### src/rtl/tff_bank_pkg.sv
// Shared mode encoding for the tff_bank T flip-flop bank.
package tff_bank_pkg;

    typedef logic [1:0] mode_t;

    localparam mode_t MODE_TOGGLE = 2'b00;
    localparam mode_t MODE_UP     = 2'b01;
    localparam mode_t MODE_DOWN   = 2'b10;
    localparam mode_t MODE_LOAD   = 2'b11;

endpackage

### src/rtl/tff_cell.sv
// Single T flip-flop with clock enable, parallel load and a per-cell reset value.
module tff_cell (
    input  logic CLK,
    input  logic RST,
    input  logic ENABLE,
    input  logic T,
    input  logic LOAD,
    input  logic D,
    input  logic RVAL,
    output logic Q
);

    logic q_q;
    logic q_d;

    always_comb begin
        q_d = q_q;
        if (ENABLE) begin
            q_d = LOAD ? D : (q_q ^ T);
        end
    end

    always_ff @(posedge CLK or negedge RST) begin
        if (!RST) begin
            q_q <= RVAL;
        end else begin
            q_q <= q_d;
        end
    end

    assign Q = q_q;

endmodule

### src/rtl/tff_bank.sv
// WIDTH-bit bank of T flip-flops with toggle / up / down / load modes.
// Define TFF_BANK_OVF_EN to build the sticky OVF wrap flag; otherwise OVF is tied low.
module tff_bank
    import tff_bank_pkg::*;
#(
    parameter int unsigned          WIDTH       = 4,
    parameter logic [WIDTH-1:0]     RESET_VALUE = '0
) (
    input  logic             CLK,
    input  logic             RST,
    input  logic             ENABLE,
    input  mode_t            MODE,
    input  logic [WIDTH-1:0] T,
    input  logic [WIDTH-1:0] D,
    input  logic             CLR_OVF,
    output logic [WIDTH-1:0] Y,
    output logic             TC,
    output logic             OVF
);

    logic [WIDTH-1:0] tog;
    logic [WIDTH-1:0] ones_below;
    logic [WIDTH-1:0] zeros_below;
    logic             load;

    // Ripple prefix: bit i may count only when every lower bit is at its extreme.
    always_comb begin
        ones_below     = '0;
        zeros_below    = '0;
        ones_below[0]  = 1'b1;
        zeros_below[0] = 1'b1;
        for (int unsigned i = 1; i < WIDTH; i++) begin
            ones_below[i]  = ones_below[i-1]  &  Y[i-1];
            zeros_below[i] = zeros_below[i-1] & ~Y[i-1];
        end
    end

    always_comb begin
        tog = '0;
        case (MODE)
            MODE_TOGGLE: tog = T;
            MODE_UP:     tog = ones_below;
            MODE_DOWN:   tog = zeros_below;
            default:     tog = '0;
        endcase
    end

    assign load = (MODE == MODE_LOAD);

    for (genvar g = 0; g < WIDTH; g++) begin : g_cell
        tff_cell u_cell (
            .CLK    (CLK),
            .RST    (RST),
            .ENABLE (ENABLE),
            .T      (tog[g]),
            .LOAD   (load),
            .D      (D[g]),
            .RVAL   (RESET_VALUE[g]),
            .Q      (Y[g])
        );
    end

    assign TC = ENABLE & (((MODE == MODE_UP)   &  (&Y)) |
                          ((MODE == MODE_DOWN) & ~(|Y)));

`ifdef TFF_BANK_OVF_EN
    logic ovf_q;
    logic ovf_d;

    // A wrap on the same edge as CLR_OVF keeps the flag set.
    always_comb begin
        ovf_d = ovf_q;
        if (TC) begin
            ovf_d = 1'b1;
        end else if (CLR_OVF) begin
            ovf_d = 1'b0;
        end
    end

    always_ff @(posedge CLK or negedge RST) begin
        if (!RST) begin
            ovf_q <= 1'b0;
        end else begin
            ovf_q <= ovf_d;
        end
    end

    assign OVF = ovf_q;
`else
    logic unused_clr_ovf;
    assign unused_clr_ovf = CLR_OVF;
    assign OVF            = 1'b0;
`endif

endmodule

### config.mk
export PLATFORM = sky130hd
export DESIGN_NAME = tff_bank
export DESIGN_NICKNAME = d
export VERILOG_FILES = /design/src/rtl/tff_bank_pkg.sv /design/src/rtl/tff_cell.sv /design/src/rtl/tff_bank.sv
export SDC_FILE = /design/constraint.sdc
export NUM_CORES = 1
export LEC_CHECK = 0
export ABC_CLOCK_PERIOD_IN_PS = 1450
export BUFFER_PORTS_ARGS = -buffer_cell sky130_fd_sc_hd__buf_2
export CELL_PAD_IN_SITES_DETAIL_PLACEMENT = 0
export CELL_PAD_IN_SITES_GLOBAL_PLACEMENT = 1
export CORE_MARGIN = 2
export CORE_UTILIZATION = 27
export DETAILED_ROUTE_END_ITERATION = 8
export HOLD_SLACK_MARGIN = 0.1
export PLACE_DENSITY_LB_ADDON = 0.05
export SLEW_MARGIN = 20
export SYNTH_ARGS = -nofsm -noshare
export SYNTH_HDL_FRONTEND = slang
export SYNTH_SLANG_ARGS = --single-unit
### constraint.sdc
create_clock -name CLK -period 1.45 [get_ports CLK]
set_clock_uncertainty 0.15 [all_clocks]
set_input_delay 0.29 -clock CLK [delete_from_list [all_inputs] [get_ports CLK]]
set_output_delay 0.29 -clock CLK [all_outputs]
set_load 0.01 [all_outputs]
Word-level counts from Yosys, hierarchy flattened. Cells that the tools add are included.

Add/sub/neg operators: 0. $mul: 0. Div/mod/pow operators: 0. $lt $le $gt $ge: 0. Equal/unequal tests: 3. Shift-type cells: 0. Mux-type cells: 5. Bitwise gates (word level): 16. Reduce and logical (&&, ||, !) cells: 3.

Operator list (count): $pmux W4 S3 (1); $and A1 B1 Y1 (7); $eq A2 B2 Y1 const B (2); $mux W1 (4); $not A1 Y1 (4); $reduce_and A4 Y1 (1); $reduce_or A4 Y1 (1); $xor A1 B1 Y1 (4); $eq A2 B1 Y1 const B (1); $logic_not A2 Y1 (1); $or A1 B1 Y1 (1).

Register bits after elaboration: 4. Latch bits: 0. RAM bits: 0. Memory bits (read-only): 0. Input bits: 14. Output and inout bits: 6. Logic and storage cells: 31. Memories: 0.

Depth between registers and ports, before layout.
Depth in word-level cells: 6. Depth in mapped cells: 6. Mapped depth without buffers: 6.

Least setup slack after synthesis. No wires, ideal clock.

Path type: input to output. From: input port MODE[0]. To: output port TC. Arrival time: 1228 ps. Required time: 1010 ps. Setup slack: -218 ps. Stages: 5. Path buffers: 0. Path through: inv_1 -> ha_1 -> or4b_1 -> mux2i_1 -> and2_1.

Cells in the longest elaborated chain, start to end: 4.

RTL lines: from (decl) (RTL line tff_bank.sv:12) `input mode_t MODE,`; $eq A2 B1 Y1 or $eq A2 B2 Y1 (tied branches) (RTL line tff_bank.sv:63, tff_bank.sv:64); $and A1 B1 Y1 (on tied branches) (RTL line tff_bank.sv:63, tff_bank.sv:64); $or A1 B1 Y1 * (RTL line tff_bank.sv:63) `assign TC = ENABLE & (((MODE == MODE_UP) & (&Y)) |`; $and A1 B1 Y1 * (RTL line tff_bank.sv:63); to (decl) (RTL line tff_bank.sv:17) `output logic TC,`.

Mark *: on every way between the ends. The rest lies on a longest branch, timed or not.

Worst setup path after layout.
From: register g_cell[1].u_cell.q_q. To: output port TC.

Cells in the longest elaborated chain, start to end: 5.

RTL lines: from (decl) (RTL line tff_cell.sv:13) `logic q_q;`; from (signal assigned) (RTL line tff_cell.sv:27) `q_q <= q_d;`; $reduce_or A4 Y1 (RTL line tff_bank.sv:64) `((MODE == MODE_DOWN) & ~(|Y)));`; $not A1 Y1 (RTL line tff_bank.sv:64); $and A1 B1 Y1 (RTL line tff_bank.sv:64); $or A1 B1 Y1 * (RTL line tff_bank.sv:63); $and A1 B1 Y1 * (RTL line tff_bank.sv:63).

Marked as above.

==> results.md <==
* Pleak at 0.330 nW
* DR vias/cell at 5.07
* Clk_lat worst skew at 0.24 ns
* CP Cell Sequence: or4b_4 -> mux2i_1 -> and2_4 -> buf_6
* Remaining global-route overflow at 0
* Gpl congestion at 0.781
* Final hold violation count at 0
* 1st-pass router iterations at 4
* DR vias at 477
* WP buf/inv at 1
* Num ports at 20
* Largest net degree at the start of global routing at 10
* Critical path class: reg -> out
* Htree depth at 1
* Buffers on Ports at 17
* Slowest CP cell: or4b_4
* Stages on worst setup path at 4
* Violated checks: negative setup slack
* Cell family with most CP delay: simple AND/OR/NAND/NOR gates
* First-pass GRT wire length at 1.83 mm
* Root Driver: clkbuf_4
* Sw Pwr at 0.239 mW
* Antenna cells at 0
* DRT antenna net count at 0
* CTS tree: built
* Cell Int Power at 0.403 mW
* Reg2Reg Depth at 5
* Placed Area at 577 sq um
* Die area at 1910 sq um
* Layout Nets at 99
* Placed Instances at 90
* Mapped Cells at 52
* Max VDD drop at 552 uV
* Final cell area excluding filler cells at 673 sq um
* Reg area at 100 sq um
* Cell Rows at 14
* Fillers at 155
* RSZ-0062 raised after global routing: true
* Max frequency at 0.508 GHz
* Worst Path Required at 1.01 ns
* Flops & latches, synth at 4
* Initial cell density of the core at 28.7%
* Crit path largest cell delay at 0.54 ns
* Mapped Area at 427 sq um
* Combinational share of power at 51.1%
* Worst Path Max Fanout at 2
* Hold path depth at 2
* CTS sink cnt at 4
* Pwr/cell area at 954 nW/um^2
* Clock power share at 21.8%
* Syn nets at 71
* Post-Route Utilization at 45.2%
* Die W at 43.8 microns
* Synth Warn # at 0
* Number of global-route vias before repair at 432
* Total CTS buffers at 3
* Total wire length at 1.16 mm
* CP endpoint kind: output port
* Crit start category: register
* Outcome: complete, but fails checks
* Wire per inst at 12.4 microns
* Die height at 43.8 microns
* Final worst slack at -0.518 ns
* Period Utilization, post-route at 136%
* Area Growth Syn to Fin at 57.8%
* HPWL after DPL at 913 microns
* Seq/Total Area, Yosys at 23.5%
* Max reg flops at 4
* Share of layout cells above drive strength 1 at 59.0%
* Overall routing resource usage at 13.4%
* Multi-input logic area at 332 sq um
* WP data arrival at 1.53 ns
* Clock Pin Slew Worst Setup and Hold Paths at 0.04 ns
* Antenna violations before repair at 0
* # setup viols final at 3
* DRT iter0 DRCs at 15
* Maxcap violations at 0
* Cell Count, Final, Fillers Out at 94
* Syn Area/Cell at 8.20 sq um
* Yosys cell types at 26
* Min cycle time layout at 1.97 ns
* Setup TNS at -0.648 ns
* Sw Ratio at 37.2%
* Clk buf depth at 2
* Hold WC Path Type: in -> reg
* Sequential Power Share at 27.1%
* Pre-CTS setup slack at -0.457 ns
* Residual DRC at 0
* Core outline area at 1490 sq um
* Fin. max-slew vios at 0
-- layout make-up --
| type | count | area share (%) |
|---|---|---|
| inverters | 4 | 2.23 |
| well taps | 16 | 2.97 |
| flip-flops and latches | 4 | 14.9 |
| clock buffers | 3 | 3.35 |
| multi-input cells | 39 | 49.3 |
| repair buffers | 28 | 27.3 |
-- what timing repair did --
item | in CTS | in global routing
gates resized for setup | 7 | 8
pin swaps | 0 | 4
buffers inserted | 0 | 0
setup endpoints to repair | 4 | 5
hold buffers | 1 | 0
endpoints found under the hold margin | 4 | 0
-- power by group through the flow --
stage	sequential, mW	combinational (mW)	clock [mW]
floorplan	0.182	0.171	0
global placement	0.173	0.277	0
detailed placement	0.173	0.279	0
CTS	0.174	0.302	0.146
global route	0.178	0.363	0.155
finish	0.174	0.328	0.140
-- layer usage --
| metal | track usage, % | vias up | part of all wire (%) |
|---|---|---|---|
| met5 | 0 | - | 0 |
| met4 | 5.45 | 0 | 0 |
| met3 | 5.00 | 0 | 7.4 |
| met2 | 19.7 | 21 | 48 |
| met1 | 17.6 | 219 | 44 |
| li1 | - | 237 | - |
-- Yosys cell counts --
master,number,share of area [%]
nor3_2,1,2.3
or4b_1,1,2.3
buf_4,5,8.8
nand3_1,2,2.3
a21boi_0,1,1.8
nor3_1,3,3.5
nand4_1,1,1.5
ha_1,5,15
o21ai_0,3,3.5
dfrtp_1,4,23
mux2i_1,1,2.3
a32oi_1,1,2.1
and4_1,1,2.1
or3_1,1,1.5
conb_1,1,0.88
a211oi_1,1,1.8
and2_1,2,2.9
o32ai_1,1,2.1
a22oi_1,1,1.8
a21oi_1,4,4.7
o22ai_1,2,2.9
nor3b_1,1,1.8
nand2b_1,1,1.5
nand2_1,3,2.6
inv_1,4,3.5
and3_1,1,1.5
-- final timing paths --
| path | startpoint | to | slack, ns |
|---|---|---|---|
| min | ENABLE | g_cell[0].u_cell.Q | 0.20 |
| max in group asynchronous | RST | g_cell[1].u_cell.Q | 0.80 |
| min in group asynchronous | RST | g_cell[2].u_cell.Q | 0.23 |
| max reg2reg | g_cell[0].u_cell.Q | g_cell[1].u_cell.Q | -0.07 |
| min reg2reg | g_cell[3].u_cell.Q | g_cell[3].u_cell.Q | 0.52 |
| max | g_cell[1].u_cell.Q | TC | -0.52 |
-- logic make-up (layout without fill, tap and decap cells) --
group,after synthesis,after routing,share of synthesized area (%)
and+or+nand+nor,18,18,25.8
DFF,4,4,23.5
buffers and inverters,9,35,12.3
muxes,1,1,2.35
AOI/OAI and AO/OA,14,14,20.5
adders and majority gates,5,5,14.7
other,1,1,0.879
-- per-stage QoR --
step                      power (mW)  hold WS (ns)
after floorplan                0.353        -0.156
after global placement         0.451       -0.0548
after detailed placement       0.452       -0.0509
after CTS                      0.621         0.190
after global routing           0.695         0.218
final                          0.642         0.204
-- cell usage in the layout (no fill, tap or decap), types with 3 or more instances in the layout --
cell,count
dfrtp_1,4
buf_6,3
ha_1,3
nand2_1,3
buf_4,8
buf_2,16
clkbuf_4,3
No activity file was read; power rests on OpenSTA's default activity.
